[config.mk]
export PLATFORM = sky130hd
export DESIGN_NAME = serial_subtractor8_flat
export DESIGN_NICKNAME = d
export VERILOG_FILES = /design/src/rtl/serial_subtractor8_if.sv /design/src/rtl/serial_subtractor8.sv /design/src/flat_wrapper.sv
export SDC_FILE = /design/constraint.sdc
export NUM_CORES = 1
export LEC_CHECK = 0
export ABC_AREA = 1
export BUFFER_PORTS_ARGS = -buffer_cell sky130_fd_sc_hd__buf_2
export CAP_MARGIN = 10
export CORE_ASPECT_RATIO = 1.1
export CORE_MARGIN = 5
export CORE_UTILIZATION = 59
export CTS_CLUSTER_SIZE = 8
export DETAILED_ROUTE_END_ITERATION = 8
export PLACE_DENSITY_LB_ADDON = 0.2
export SLEW_MARGIN = 20
export SYNTH_ARGS = -nofsm -noshare
export SYNTH_HDL_FRONTEND = slang
export SYNTH_SLANG_ARGS = --single-unit
[constraint.sdc]
create_clock -name clk -period 2.2 [get_ports clk]
set_input_delay 0.22 -clock clk [delete_from_list [all_inputs] [get_ports clk]]
set_output_delay 0.22 -clock clk [all_outputs]
set_load 0.1 [all_outputs]
[src/rtl/serial_subtractor8_if.sv]
// serial_subtractor8_if
//   Handshake/data bundle for the bit-serial subtractor.
//   master : requester side, which drives start/a/b and observes the result.
//   slave  : subtractor side, which samples start/a/b and drives busy/done/f/ovf/borrow.
//   Signals:
//     start  - request an operation (taken only while busy=0)
//     a, b   - minuend / subtrahend, WIDTH bits
//     busy   - operation in progress
//     done   - one-cycle pulse when f/ovf/borrow have just been updated
//     f      - a - b modulo 2^WIDTH
//     ovf    - signed overflow of a - b
//     borrow - unsigned borrow (a < b)
interface serial_subtractor8_if #(
    parameter int WIDTH = 8
);
    logic             start;
    logic [WIDTH-1:0] a;
    logic [WIDTH-1:0] b;
    logic             busy;
    logic             done;
    logic [WIDTH-1:0] f;
    logic             ovf;
    logic             borrow;

    modport master (
        output start, a, b,
        input  busy, done, f, ovf, borrow
    );

    modport slave (
        input  start, a, b,
        output busy, done, f, ovf, borrow
    );
endinterface

[src/rtl/serial_subtractor8.sv]
// serial_subtractor8
//   Bit-serial WIDTH-bit two's-complement subtractor, f = a - b, LSB first.
//   A single full-adder cell is iterated over shift registers to compute
//   a + ~b + 1, one bit per clock. An operation accepted on an edge completes
//   exactly WIDTH edges later, with a one-cycle done pulse.
//   Ports:
//     clk   - system clock, rising edge
//     rst_n - asynchronous active-low reset
//     bus   - serial_subtractor8_if.slave (start/a/b in; busy/done/f/ovf/borrow out)
module serial_subtractor8 #(
    parameter int WIDTH = 8
) (
    input  logic                  clk,
    input  logic                  rst_n,
    serial_subtractor8_if.slave   bus
);

    localparam int CW = (WIDTH > 2) ? $clog2(WIDTH) : 1;
    localparam logic [CW-1:0] LAST = CW'(WIDTH - 1);

    typedef enum logic [1:0] {
        ST_IDLE = 2'd0,
        ST_RUN  = 2'd1,
        ST_DONE = 2'd2
    } state_t;

    state_t           state;
    logic [WIDTH-1:0] sh_a;
    logic [WIDTH-1:0] sh_b;     // holds ~b; the +1 comes from the initial carry
    logic [WIDTH-1:0] sh_r;     // partial result, filled from the MSB side
    logic             carry;
    logic [CW-1:0]    cnt;

    logic [WIDTH-1:0] f_q;
    logic             ovf_q;
    logic             borrow_q;
    logic             busy_q;
    logic             done_q;

    // Full-adder cell
    logic sum_bit;
    logic carry_out;

    assign sum_bit   = sh_a[0] ^ sh_b[0] ^ carry;
    assign carry_out = (sh_a[0] & sh_b[0]) | (sh_a[0] & carry) | (sh_b[0] & carry);

    always_ff @(posedge clk or negedge rst_n) begin
        if (!rst_n) begin
            state    <= ST_IDLE;
            sh_a     <= '0;
            sh_b     <= '0;
            sh_r     <= '0;
            carry    <= 1'b0;
            cnt      <= '0;
            f_q      <= '0;
            ovf_q    <= 1'b0;
            borrow_q <= 1'b0;
            busy_q   <= 1'b0;
            done_q   <= 1'b0;
        end else begin
            case (state)
                // DONE accepts a new request exactly like IDLE, so operations
                // can run back to back without a dead cycle.
                ST_IDLE, ST_DONE: begin
                    done_q <= 1'b0;
                    if (bus.start) begin
                        sh_a   <= bus.a;
                        sh_b   <= ~bus.b;
                        sh_r   <= '0;
                        carry  <= 1'b1;
                        cnt    <= '0;
                        busy_q <= 1'b1;
                        state  <= ST_RUN;
                    end else begin
                        state  <= ST_IDLE;
                    end
                end

                ST_RUN: begin
                    sh_r  <= {sum_bit, sh_r[WIDTH-1:1]};
                    sh_a  <= sh_a >> 1;
                    sh_b  <= sh_b >> 1;
                    carry <= carry_out;
                    cnt   <= cnt + CW'(1);
                    if (cnt == LAST) begin
                        // Final bit: carry holds the carry into the MSB here,
                        // carry_out is the carry out of it. Results are written
                        // only now, so they never show a partial value.
                        f_q      <= {sum_bit, sh_r[WIDTH-1:1]};
                        ovf_q    <= carry ^ carry_out;
                        borrow_q <= ~carry_out;
                        done_q   <= 1'b1;
                        busy_q   <= 1'b0;
                        state    <= ST_DONE;
                    end
                end

                default: begin
                    busy_q <= 1'b0;
                    done_q <= 1'b0;
                    state  <= ST_IDLE;
                end
            endcase
        end
    end

    assign bus.busy   = busy_q;
    assign bus.done   = done_q;
    assign bus.f      = f_q;
    assign bus.ovf    = ovf_q;
    assign bus.borrow = borrow_q;

endmodule

[src/flat_wrapper.sv]
// flat-port wrapper written by rule: the top's interface ports become plain ports
module serial_subtractor8_flat 
#(
    parameter int WIDTH = 8
)
  (clk, rst_n, bus_start, bus_a, bus_b, bus_busy, bus_done, bus_f, bus_ovf, bus_borrow);
  serial_subtractor8_if #(.WIDTH(WIDTH)) bus_i ();
  input  logic clk;
  input  logic rst_n;
  input wire logic [$bits(bus_i.start)-1:0] bus_start;
  input wire logic [$bits(bus_i.a)-1:0] bus_a;
  input wire logic [$bits(bus_i.b)-1:0] bus_b;
  output wire logic [$bits(bus_i.busy)-1:0] bus_busy;
  output wire logic [$bits(bus_i.done)-1:0] bus_done;
  output wire logic [$bits(bus_i.f)-1:0] bus_f;
  output wire logic [$bits(bus_i.ovf)-1:0] bus_ovf;
  output wire logic [$bits(bus_i.borrow)-1:0] bus_borrow;
  assign bus_i.start = bus_start;
  assign bus_i.a = bus_a;
  assign bus_i.b = bus_b;
  assign bus_busy = bus_i.busy;
  assign bus_done = bus_i.done;
  assign bus_f = bus_i.f;
  assign bus_ovf = bus_i.ovf;
  assign bus_borrow = bus_i.borrow;
  serial_subtractor8 #(.WIDTH(WIDTH)) u_core (.clk(clk), .rst_n(rst_n), .bus(bus_i));
endmodule
==> results.md <==
- Global routing finished with a remaining overflow of 0.
- The count of buffers from port buffering is 30.
- Data on the critical path is required at its endpoint by 2.45 ns.
- The tree built by TritonCTS fans out to 40 sinks.
- The path type of the worst setup path is flip-flop to flip-flop.
- In the post-synthesis netlist, the cell with the most instances is nand2_1.
- Of all cell types, the one taking the most synthesized area is dfrtp_1.
- Setup repair after global routing left no endpoint under its margin.
- The number of warnings issued by yosys is 0.
- The kind of start point of the critical path is a flip-flop.
- The class of the most critical hold timing path is input pin to flip-flop.
- The critical path capture point type is a flip-flop.
- Of the cells placed in the final design, the portion with a size suffix greater than 1 is 22.8%.
- The flow ran to the end, and the final reports show no timing, DRC or antenna violations.
- At the end of the flow, the number of nets in the layout was 271.
- For this run, design rule violations remaining after detail routing come to 0.
- The post-synthesis to final-layout area growth is 10.6%.
- The first global-routing pass estimated 5640 um of wire.
- The number of endpoints with negative hold slack in the final report is 0.
- For this run, the slowest stage of the critical path takes 0.46 ns.
- Measured along the y axis, the die boundary spans 69.2 um.
- The count of nets left with antenna violations once routing finished came out at 0.
- Along the worst path, the maximum fanout reaches 26.
- Max-cap violations in this run came to 0.
- The multi-input combinational cells in the finished layout cover a total of 673 um2.
- In this run, distinct cell masters in the synthesized netlist total 20.
- The top cell type by area accounts for 53.2% of the synthesized area.
- Counting every instance in the synthesized netlist gives 218.
- The number of DRC violations after detailed-routing iteration 0 is 64.
- The maximum operating frequency is 642 MHz.
- The first TritonRoute pass finished after 4 iterations.
- TritonCTS built the clock tree.
- Averaged over all synthesized cells, the footprint is 8.63 um2.
- The flip-flop and latch count after synthesis is 40.
- Clock tree synthesis inserted a total of 5 buffers.
- The routed length on met1 is 1460 um.
- The post-synth design cell area is 1880 um2.
- In the finished design, the share of the clock period the worst path needs comes to 70.8%.
- Fill cells in the final layout number 272.
- By count the netlist is led by nand2_1 (69), dfrtp_1 (40), inv_1 (33).
- Global routing consumed, over all layers together, 16.2% of the routing resources.
- The final wirelength is 3270 um.
- The worst hold path begins at bus_b[2].
- The number of max-slew violations in the final report is 0.
- The critical register-to-register path endpoint is u_core.sh_b[0].
- In the final routed layout, each cell accounts on average for 11.5 um.
- The worst endpoint data arrival time is 1.81 ns.
- The area occupied by registers is 1000 um2.
- The net count after synthesis is 240.
- Once the clock tree was built, the resizer swapped 0 gates to a different size.
- The worst-case headroom to the max-slew limit is 43.1%.
- The setup TNS is 0 ns.
- The highest-delay cell along the critical path is dfrtp_1.
- After synthesis, the share of flip-flops with an asynchronous set or reset is 100%.
- Clock tree synthesis selected as its root buffer the cell clkbuf_4.
- The vias per cell is 4.95.
- Detailed routing placed a total of 187 um of wire on met3.
- Yosys attributes the largest share of cell area to dfrtp_1 (53%), nand2_1 (14%), nand3_1 (7.7%), inv_1 (6.6%), o21ai_2 (4.2%).
- The routed length on met2 is 1550 um.
- The total half-perimeter wirelength after legalization and detailed placement is 2270 um.
- The pin count of the biggest net entering global routing is 41.
- Setup violations remaining at the end of the flow were counted as 0.
- Clock skew on the completed layout was measured at 0.0127 ns.
- The final period demand of the worst path is 1.56 ns.
- The floorplan has 21 rows.
- The floorplan step defined a die boundary enclosing 4420 um2.
- The number of instances on the worst hold path is 4.
- The end point of the worst hold path is u_core.sh_b[2].
- The overall via count from detail_route is 1406.
- The CTS clock-pin slew for the worst setup and hold paths is 0.13 ns.
- The number of buffers added for setup after CTS is 0.
- Routability-driven placement finished with a final weighted congestion of 0.803.
- The maximum level of the CTS H-tree is 2.
- The area of the placeable core is 3050 um2.
- The overall die width is 63.8 um.
- The number of flops mapped to enable cells by yosys is 0.
- The critical path goes through inv_2 > nand2_4 > nand2_4 > inv_4 > nand2_1 > nand2_1.
- The buffer depth of the longest clock path is 2.
- The highest metal layer carrying signal wires in the routed design is met4.
- The initial utilization of the core area, before any placement, comes to 61.7%.
- The dominant synthesized flop cell is dfrtp_1.
- The clock insertion delay at the later pin of the skew report is 0.36 ns.
- For the pin with the worst max-slew slack, the measured transition is 0.853 ns.
- Measured in cells, the most critical reg-to-reg path has a length of 6.
- The worst register-to-register path begins at u_core.state[1].
- The number of global-route vias before repair is 1323.
- The setup check on the worst reg-to-reg path leaves a slack of 0.64 ns.
- After synthesis, flip-flops and latches occupy 53.2% of the total area.
- The number of antenna diodes in the final layout is 0.
- In this run the count of I/O pins placed on the die edge is 31.
- The initial antenna violation count is 0.
layout make-up:
type / count / share of cell area, %
Sequential cell: 40 / 48.1
Multi-Input combinational cell: 134 / 32.4
Timing Repair Buffer: 32 / 8.06
Inverter: 36 / 6.73
Tap cell: 34 / 2.04
Clock buffer: 5 / 1.80
Clock inverter: 3 / 0.902
sequential cells by signal, indices dropped and copies added, names as in the netlist:
signal             cells
u_core.carry           1
u_core.cnt             3
u_core.sh_r            7
u_core.sh_b            8
u_core.sh_a            8
u_core.bus.busy        1
u_core.bus.f           8
u_core.bus.ovf         1
u_core.state           2
u_core.bus.borrow      1
per-stage QoR:
stage	hold slack, ns	std cells	setup slack, ns	util, %	instance area [um2]
after floorplan	-0.0756	218	0.418	-	1880
after global placement	0.382	275	0.724	66.1	2010
after detailed placement	0.379	275	0.664	66.1	2010
after CTS	0.0916	284	0.641	68.3	2080
after global routing	0.0905	284	0.489	68.3	2080
final	0.113	284	0.643	68.3	2080
worst max-delay path: cells and delay by family (launching register included):
family                 cells  cell delay, ns
buffers and inverters      2            0.37
DFF                        1            0.46
and+or+nand+nor            4            0.60
worst max path at each step:
| stage | from | end | slack (ns) | depth (start not counted) |
|---|---|---|---|---|
| after floorplan | u_core.state[1] | u_core.sh_a[2] | 0.42 | 6 |
| after global placement | u_core.state[1] | u_core.sh_a[1] | 0.72 | 6 |
| after detailed placement | u_core.state[1] | u_core.sh_b[0] | 0.66 | 6 |
| after CTS | u_core.state[1] | u_core.sh_a[0] | 0.64 | 6 |
| after global routing | u_core.state[1] | u_core.sh_a[0] | 0.49 | 6 |
| final | u_core.state[1] | u_core.sh_b[0] | 0.64 | 6 |
logic make-up after synthesis:
logic type / after synthesis / synth area share [%]
AOI/OAI and AO/OA: 21 / 7.39
xor gates and xnor gates: 1 / 0.466
buffers and inverters: 44 / 11.0
DFF: 40 / 53.2
adders and majority gates: 3 / 2.40
and+or+nand+nor: 109 / 25.5
routing by layer:
| metal | vias to the layer above | GRT usage, % |
|---|---|---|
| met5 | - | 0 |
| met4 | 0 | 7.62 |
| met3 | 6 | 5.02 |
| met2 | 26 | 25.4 |
| met1 | 640 | 20.1 |
| li1 | 734 | - |
timing repair:
item / in CTS / in global routing
hold endpoints to repair: 40 / 0
hold buffers: 1 / 0
endpoints found under the setup margin: 0 / 0
placed cells by master (no fill, tap or decap):
cell and n:
a21oi_1 1, buf_2 30, buf_4 1, clkbuf_4 5, clkinv_2 2, clkinv_4 1
dfrtp_1 40, dlygate4sd3_1 1, fa_1 1, ha_1 2, inv_1 33, inv_2 1
inv_4 2, nand2_1 69, nand2_4 3, nand3_1 29, nor2_1 5, nor2_4 1
o21ai_0 11, o21ai_2 9, or2_2 2, xnor2_1 1
Power is left out: the tool's default activity adds up to more than one toggle a clock period on the data nets, which glitch-free logic cannot reach.
